$ cat config.mk
export PLATFORM = sky130hd
export DESIGN_NAME = vga_phase_timing
export DESIGN_NICKNAME = d
export VERILOG_FILES = /design/src/rtl/vga_timing_pkg.sv /design/src/rtl/vga_axis_counter.sv /design/src/rtl/vga_phase_timing.sv
export SDC_FILE = /design/constraint.sdc
export NUM_CORES = 1
export LEC_CHECK = 0
export BUFFER_PORTS_ARGS = -buffer_cell sky130_fd_sc_hd__buf_2
export CELL_PAD_IN_SITES_DETAIL_PLACEMENT = 1
export CELL_PAD_IN_SITES_GLOBAL_PLACEMENT = 2
export CORE_AREA = 2 2 65 91
export DETAILED_ROUTE_END_ITERATION = 6
export DIE_AREA = 0 0 67 93
export GPL_TIMING_DRIVEN = 0
export PLACE_DENSITY_LB_ADDON = 0.08
export SYNTH_ARGS = -nofsm -noshare
export SYNTH_HDL_FRONTEND = slang
export SYNTH_SLANG_ARGS = --single-unit
$ cat constraint.sdc
create_clock -name clk -period 6.3 [get_ports clk]
set_clock_uncertainty 0.05 [all_clocks]
set_input_delay 0.63 -clock clk [delete_from_list [all_inputs] [get_ports clk]]
set_output_delay 0.63 -clock clk [all_outputs]
set_load 0.02 [all_outputs]
$ cat src/rtl/vga_timing_pkg.sv
// Shared timing constants and region type for the 640x480@60 VGA timing generator.
package vga_timing_pkg;

  // Horizontal timing in pixels
  localparam int H_DISPLAY = 640;
  localparam int H_FRONT   = 16;
  localparam int H_SYNC    = 96;
  localparam int H_BACK    = 48;
  localparam int H_TOTAL   = H_DISPLAY + H_FRONT + H_SYNC + H_BACK;

  // Vertical timing in lines
  localparam int V_DISPLAY = 480;
  localparam int V_FRONT   = 10;
  localparam int V_SYNC    = 2;
  localparam int V_BACK    = 33;
  localparam int V_TOTAL   = V_DISPLAY + V_FRONT + V_SYNC + V_BACK;

  // 1 = active-low sync pulses, as VGA 640x480 expects
  localparam bit SYNC_NEG  = 1'b1;
  localparam int FC_STEP   = 8;

  // Width of the hpos/vpos counters
  localparam int POS_W     = 10;

  // Position of an axis counter inside its line or frame
  typedef enum logic [1:0] {
    ACTIVE,
    FRONT,
    SYNC,
    BACK
  } region_t;

endpackage

$ cat src/rtl/vga_axis_counter.sv
// One timing axis (horizontal or vertical): a wrapping position counter plus the
// ACTIVE -> FRONT -> SYNC -> BACK region FSM that tracks it.
// 'region' is the region the axis occupies after the current edge, so the parent
// can register its decoded outputs in step with 'count'. 'wrap' is combinational
// so the next axis can advance on the same edge.
module vga_axis_counter
  import vga_timing_pkg::*;
#(
  parameter int DISPLAY_LEN = 640,
  parameter int FRONT_LEN   = 16,
  parameter int SYNC_LEN    = 96,
  parameter int BACK_LEN    = 48
) (
  input  logic             clk,
  input  logic             rst_n,
  input  logic             advance,
  output logic [POS_W-1:0] count,
  output region_t          region,
  output logic             wrap
);

  localparam int               TOTAL    = DISPLAY_LEN + FRONT_LEN + SYNC_LEN + BACK_LEN;
  localparam logic [POS_W-1:0] LAST     = POS_W'(TOTAL - 1);
  localparam logic [POS_W-1:0] FRONT_AT = POS_W'(DISPLAY_LEN);
  localparam logic [POS_W-1:0] SYNC_AT  = POS_W'(DISPLAY_LEN + FRONT_LEN);
  localparam logic [POS_W-1:0] BACK_AT  = POS_W'(DISPLAY_LEN + FRONT_LEN + SYNC_LEN);
  localparam logic [POS_W-1:0] ONE      = POS_W'(1);

  region_t          state;
  region_t          state_next;
  logic [POS_W-1:0] count_next;

  assign wrap   = advance && (count == LAST);
  assign region = state_next;

  // Next position: step on advance, wrapping after the last position
  always_comb begin
    // NOTE: every variable gets a default before any branch, so no path leaves it unassigned and no latch is inferred.
    count_next = count;
    if (advance) begin
      count_next = wrap ? '0 : count + ONE;
    end
  end

  // Region FSM: move on when the new position reaches the next boundary
  always_comb begin
    state_next = state;
    if (advance) begin
      case (state)
        ACTIVE:  if (count_next == FRONT_AT) state_next = FRONT;
        FRONT:   if (count_next == SYNC_AT)  state_next = SYNC;
        SYNC:    if (count_next == BACK_AT)  state_next = BACK;
        BACK:    if (wrap)                   state_next = ACTIVE;
        default: state_next = ACTIVE;
      endcase
    end
  end

  // Position and region state registers
  always_ff @(posedge clk or negedge rst_n) begin
    // NOTE: sequential state uses non-blocking assignments so every flop samples pre-edge values.
    if (!rst_n) begin
      count <= '0;
      state <= ACTIVE;
    end else begin
      count <= count_next;
      state <= state_next;
    end
  end

endmodule

$ cat src/rtl/vga_phase_timing.sv
// Two-phase VGA timing generator: clk runs at twice the pixel rate, each pixel
// spans phase 0 then phase 1, and hpos advances on the phase 1 -> 0 edge.
// All outputs are registered from next-state decode so they line up with hpos/vpos.
// Optional feature: define FRAME_COUNT_EN to enable the frame_count register;
// otherwise frame_count is tied to zero.
module vga_phase_timing #(
  parameter int H_DISPLAY = vga_timing_pkg::H_DISPLAY,
  parameter int H_FRONT   = vga_timing_pkg::H_FRONT,
  parameter int H_SYNC    = vga_timing_pkg::H_SYNC,
  parameter int H_BACK    = vga_timing_pkg::H_BACK,
  parameter int V_DISPLAY = vga_timing_pkg::V_DISPLAY,
  parameter int V_FRONT   = vga_timing_pkg::V_FRONT,
  parameter int V_SYNC    = vga_timing_pkg::V_SYNC,
  parameter int V_BACK    = vga_timing_pkg::V_BACK,
  parameter bit SYNC_NEG  = vga_timing_pkg::SYNC_NEG,
  parameter int FC_STEP   = vga_timing_pkg::FC_STEP
) (
  input  logic       clk,
  input  logic       rst_n,
  output logic       phase,
  output logic [9:0] hpos,
  output logic [9:0] vpos,
  output logic       display_on,
  output logic       hsync,
  output logic       vsync,
  output logic       line_start,
  output logic       frame_start,
  output logic [7:0] frame_count
);

  import vga_timing_pkg::*;

  region_t h_region;
  region_t v_region;
  logic    h_wrap;
  logic    v_wrap;

  // Horizontal axis steps once per pixel, on the phase 1 -> 0 edge
  vga_axis_counter #(
    .DISPLAY_LEN (H_DISPLAY),
    .FRONT_LEN   (H_FRONT),
    .SYNC_LEN    (H_SYNC),
    .BACK_LEN    (H_BACK)
  ) u_h_axis (
    .clk     (clk),
    .rst_n   (rst_n),
    .advance (phase),
    .count   (hpos),
    .region  (h_region),
    .wrap    (h_wrap)
  );

  // Vertical axis steps when the horizontal axis wraps
  vga_axis_counter #(
    .DISPLAY_LEN (V_DISPLAY),
    .FRONT_LEN   (V_FRONT),
    .SYNC_LEN    (V_SYNC),
    .BACK_LEN    (V_BACK)
  ) u_v_axis (
    .clk     (clk),
    .rst_n   (rst_n),
    .advance (h_wrap),
    .count   (vpos),
    .region  (v_region),
    .wrap    (v_wrap)
  );

  // Phase toggle and registered decode of the next-state regions and wraps
  always_ff @(posedge clk or negedge rst_n) begin
    if (!rst_n) begin
      phase       <= 1'b0;
      display_on  <= 1'b1;
      hsync       <= SYNC_NEG;
      vsync       <= SYNC_NEG;
      line_start  <= 1'b0;
      frame_start <= 1'b0;
    end else begin
      phase       <= ~phase;
      display_on  <= (h_region == ACTIVE) && (v_region == ACTIVE);
      hsync       <= (h_region == SYNC) ^ SYNC_NEG;
      vsync       <= (v_region == SYNC) ^ SYNC_NEG;
      line_start  <= h_wrap;
      frame_start <= v_wrap;
    end
  end

`ifdef FRAME_COUNT_EN
  // Frame counter steps on the same edge that raises frame_start
  always_ff @(posedge clk or negedge rst_n) begin
    if (!rst_n) begin
      frame_count <= 8'd0;
    end else if (v_wrap) begin
      frame_count <= frame_count + 8'(FC_STEP);
    end
  end
`else
  assign frame_count = 8'd0;
`endif

endmodule

# Yosys cells after proc, flatten, opt, wreduce, memory -nomap -nowiden
# Cells that the tools add are included.
word_totals:
  regBits: 30
  output_inout_bits: 34
  word_cells: 54
classes:
  addsub: 2
  eq_ne: 16
  mux: 16
  bitwise_logic: 3
  n_reduce_logical: 7
ops:
  columns: ["op", "count"]
  rows:
  - ["10-bit equality test, second input constant", 5]
  - ["10-bit two-way mux", 4]
  - ["10-bit by 9-bit equality test with 1-bit output, second input constant", 3]
  - ["10-bit by 1-bit adder with 10-bit output, second input constant", 2]
  - ["2-bit two-way mux", 10]
  - ["2-bit case mux with 4 select lines", 2]
  - ["2-bit equality test, second input constant", 6]
  - ["2-bit logical NOT", 4]
  - ["2-bit by 1-bit equality test with 1-bit output, second input constant", 2]
  - ["1-bit logical AND", 3]
  - ["1-bit NOT", 3]

# Logic depth before layout (Yosys ltp)
logic_depth:
  word_depth: 11
  depth_mapped: 11
  mapped_depth_nobuf: 10

# By module
# A second synthesis with hierarchy kept.
unflattened:
  hier_cells: 200
  hier_area_um2: 1998.2
by_module_without_submodules:
  columns: ["mod", "instances", "cells_each", "area_each_um2", "seq_area_each_um2"]
  rows:
  - ["vga_axis_counter (u_h_axis)", 1, 90, 884.6, 300.3]
  - ["vga_axis_counter (u_v_axis)", 1, 91, 867.1, 300.3]
  - ["vga_phase_timing", 1, 19, 246.5, 153.9]

# Worst setup path after synthesis
# No wires, ideal clock.
synth_path:
  path_type: "reg-to-reg"
  start: "reg u_h_axis.count[7]"
  end: "reg display_on"
  arrival_ns: 2.458
  required_time_ns: 6.160
  slack_ns: 3.702
  stages_incl_launch_ff: 12
  n_path_buf: 2
  period_less_slack_ns: 2.598
  path_cell_list: "dfrtp_1 -> buf_6 -> or3b_1 -> or3_1 -> buf_6 -> clkinv_8 -> nand4_4 -> xnor2_2 -> and4b_4 -> a21o_1 -> o21ai_2 -> nor4_2"
synth_via:
  elab_chain_len: 11
  elab_cells_between_ends: 29
  classes_between: "1 x add/sub; 7 x eq/ne; 16 x mux; 5 x reduce/logical"
synth_lines:
  columns: ["element", "line", "source"]
  rows:
  - ["from (decl)", "vga_axis_counter.sv:17", "output logic [POS_W-1:0] count,"]
  - ["from (signal assigned)", "vga_axis_counter.sv:66", "count <= count_next;"]
  - ["10-bit equality test *", "vga_axis_counter.sv:33", "assign wrap = advance && (count == LAST);"]
  - ["1-bit logical AND *", "vga_axis_counter.sv:33", null]
  - ["net h_wrap", "vga_phase_timing.sv:35", "logic h_wrap;"]
  - ["1-bit logical AND", "vga_axis_counter.sv:33", null]
  - ["10-bit two-way mux", "vga_axis_counter.sv:41", "count_next = wrap ? '0 : count + ONE;"]
  - ["10-bit two-way mux", "vga_axis_counter.sv:40", "if (advance) begin"]
  - ["10-bit by 9-bit equality test with 1-bit output, on equally long branches", "vga_axis_counter.sv:52, vga_axis_counter.sv:50, vga_axis_counter.sv:51", null]
  - ["2-bit two-way mux, on equally long branches", "vga_axis_counter.sv:52, vga_axis_counter.sv:50, vga_axis_counter.sv:51", null]
  - ["2-bit case mux with 4 select lines", "vga_axis_counter.sv:49", "case (state)"]
  - ["2-bit two-way mux *", "vga_axis_counter.sv:48", "if (advance) begin"]
  - ["net u_v_axis.region[0]", "vga_axis_counter.sv:18", "output region_t region,"]
  - ["2-bit logical NOT *", "vga_phase_timing.sv:79", "display_on <= (h_region == ACTIVE) && (v_region == ACTIVE);"]
  - ["1-bit logical AND *", "vga_phase_timing.sv:79", null]
  - ["to (signal assigned)", "vga_phase_timing.sv:79", null]
  - ["to (decl)", "vga_phase_timing.sv:23", "output logic display_on,"]
# The timed path passes the listed nets; every way through them passes the cells marked *.

# Worst setup path in the final report
layout_path:
  start: "reg u_v_axis.count[0]"
  end: "reg display_on"
layout_via:
  elab_chain_len: 10
  elab_cells_between_ends: 16
  classes_between: "1 x add/sub; 4 x eq/ne; 8 x mux; 3 x reduce/logical"
layout_lines:
  columns: ["element", "line", "source"]
  rows:
  - ["from (decl)", "vga_axis_counter.sv:17", null]
  - ["from (signal assigned)", "vga_axis_counter.sv:66", null]
  - ["10-bit equality test *", "vga_axis_counter.sv:33", null]
  - ["1-bit logical AND *", "vga_axis_counter.sv:33", null]
  - ["net u_v_axis.wrap", "vga_axis_counter.sv:19", "output logic wrap"]
  - ["10-bit two-way mux", "vga_axis_counter.sv:41", null]
  - ["10-bit two-way mux", "vga_axis_counter.sv:40", null]
  - ["10-bit by 9-bit equality test with 1-bit output, on equally long branches", "vga_axis_counter.sv:52, vga_axis_counter.sv:50, vga_axis_counter.sv:51", null]
  - ["2-bit two-way mux, on equally long branches", "vga_axis_counter.sv:52, vga_axis_counter.sv:50, vga_axis_counter.sv:51", null]
  - ["2-bit case mux with 4 select lines *", "vga_axis_counter.sv:49", null]
  - ["2-bit two-way mux *", "vga_axis_counter.sv:48", null]
  - ["net u_v_axis.region[1]", "vga_axis_counter.sv:18", null]
  - ["2-bit logical NOT *", "vga_phase_timing.sv:79", null]
  - ["1-bit logical AND *", "vga_phase_timing.sv:79", null]
# Marked as above.

==> run metrics <==
Final Hold Vio Count=0; Synth Area in Simple Gates=0.300; WL/cell=about 17 µm; Detailed Place HPWL=3.90 mm; P per Cell Area=177 nW/µm²; die area=slightly above 6000 µm²; unrepaired setup endpoints after global routing=no; Nets=between 200 and 250; P_leak=1.04 nW; CTS tree=built; Die Y=93 µm; Row Count=32; final setup TNS=0 ps; asr flop ratio synth=1.00; total grt overflow=0; Worst Setup Start Kind=flop; antenna-violating nets left=0; Netlist cell types=57; kind of critical path=flop to flop; fmax=around 0.35 GHz; post-cts repair resize count=0; placed cell count=~300; Syn Inst Count=~200; Synth Area in Adders=0.0198; Max Cap Viol=0; Hold Crit Class=input port to async pin; Max VDD drop=115 µV; via count=1621; htree depth=2; Synth area leaders=dfrtp_1 36%, xnor2_1 4.6%, dfstp_2 4.2%, nand2_1 4.0%, buf_4 3.2%; vias in the first global route=1784; syn avg cell area=9.54 µm²; TritonCTS buffer count=5; Most used DFF post-synth=dfrtp_1; Iteration-0 DRC Markers=88; Post-Synth XOR/XNOR Area=0.0817; clock-pin slew on the worst setup and hold paths=80 ps; post-CTS setup buffers=0; Critical Path Fanout Max=7; synth warn=0; status=completed; largest family of logic cells by synthesized area=simple AND/OR/NAND/NOR gates; Post-synth EDFFs=0; fin crit share=0.450; CTS Sinks=30; Core ar.=about 5400 µm²; Non-Filler Instances=slightly above 300; largest net degree at the start of global routing=31; Initial Utilization=0.349; mux cell area share after synthesis=0.0112; Max clock buf depth=2; initial antenna violation count=0; final setup fails=0; clock root cell=clkbuf_8; mapped cell area=~1900 µm²; first-pass GRT wire length=8.68 mm; Tmin final=between 2000 and 3000 ps; GRT Total Usage=0.183; Yosys top cell area share=0.356; vias per cell=around 5.2; I/O pin total=36; WP data arrival=2970 ps; gp weighted congestion=~0.84; share of cells above drive strength 1=0.290; count of final max-slew check failures=0; count leader, synth=dfrtp_1; Port Buf Inserts=27; drt pass-1 iters=4; crit path capture type=flop; top post-synthesis cells by count=27 x dfrtp_1, 20 x nand2_1, 14 x nor2_1; DIE WIDTH=approximately 67 µm; Post-Route WL=5.17 mm; worst endpoint required time=around 6400 ps; slew margin rel.=0.530; worst slew pin tran=~710 ps; register bit count reported by yosys=30; # DRC=0; clk_lat worst skew=roughly 280 ps; cell taking the most area after synthesis=dfrtp_1; register area share after synthesis=0.397; Compound-Gate Fraction of Synth Area=0.105; Antenna Cells=0; hold buffers post-CTS=0; Synth-to-Final Area Change=18.7%
==> flip-flops by register name (all words and copies together), names as in the netlist <==
| name | flops |
|---|---|
| display_on | 1 |
| frame_start | 1 |
| hsync | 1 |
| line_start | 1 |
| phase | 1 |
| u_h_axis.count | 10 |
| u_h_axis.state | 2 |
| u_v_axis.count | 10 |
| u_v_axis.state | 2 |
| vsync | 1 |
==> worst max-delay path, stage by stage, from the launching register on <==
cell and delay [ps]:
dfrtp_1 460, inv_1 170, ha_1 170, nand4_1 120
or4b_2 620, clkbuf_1 210, nor2_1 350, a21boi_0 150
a31o_1 240, nor4_2 220
==> cell usage in the layout (no fill, tap or decap), drive strengths merged, types with 2 or more instances in the layout <==
cell type and instances:
buf 42, o211ai 2, nand4 9, nand2 20
and3 4, xnor2 12, conb 8, nand4b 3
nand2b 2, dfstp 3, inv 4, xor2 4
o21ai 13, and2 2, clkinv 3, nor3 9
nor2 14, or4b 2, nor2b 2, a21oi 4
a21o 2, nand3 12, clkbuf 10, dfrtp 27
and4b 2, ha 3, nor4 4, and4 2
==> per-stage QoR <==
stage                     utilization  setup slack [ps]  power [mW]  area (µm²)  hold WS (ps)
after floorplan                     -              3700       0.204        1920           284
after global placement          0.394              3530       0.208        2140           467
after detailed placement        0.394              3460       0.209        2140           493
after CTS                       0.414              3400       0.407        2250           366
after global routing            0.414              3140       0.416        2250           382
final                           0.414              3460       0.398        2250           335
==> report_power, final <==
group          total, mW  internal, mW  switching (mW)  leakage, nW
clock network      0.193         0.116          0.0769       0.0579
logic             0.0123       0.00353         0.00876        0.588
registers          0.193         0.193               0        0.394
==> per-layer routing <==
metal,part of all wire,vias to the layer above,GRT usage,wire (µm)
met1,0.41,806,0.209,2120
met3,0.023,8,0.0337,121
met5,0,-,0,0
li1,-,774,-,-
met4,0.020,0,0.0833,104
met2,0.55,33,0.320,2830
==> path summary, 6_finish.rpt <==
check,from,endpoint,slack (ps),cells after the start
setup / recovery,u_v_axis.count[0],display_on,3460,9
hold / removal,rst_n,u_h_axis.count[7],340,1
setup reg to reg,u_v_axis.count[0],display_on,3460,9
hold reg to reg,u_v_axis.state[0],u_v_axis.state[0],500,1
max in group asynchronous,rst_n,u_v_axis.state[1],5390,1
min in group clk,u_v_axis.state[0],u_v_axis.state[0],500,1
==> area by class of cell <==
cell class | count | area (µm²)
Fill cell | 665 | 3190
Multi-Input combinational cell | 151 | 1010
Sequential cell | 30 | 754
Timing Repair Buffer | 27 | 135
Buffer | 20 | 126
Tap cell | 68 | 85.1
Clock buffer | 5 | 68.8
Clock inverter | 3 | 40.0
Inverter | 5 | 31.3
==> logic make-up after synthesis <==
kind of cell,count (synthesis)
compound gates,30
flops,30
xor+xnor,16
simple gates,92
buf+inv,25
other cells,1
mux,2
fa+ha+maj,3
No activity file was read; power rests on OpenSTA's default activity.
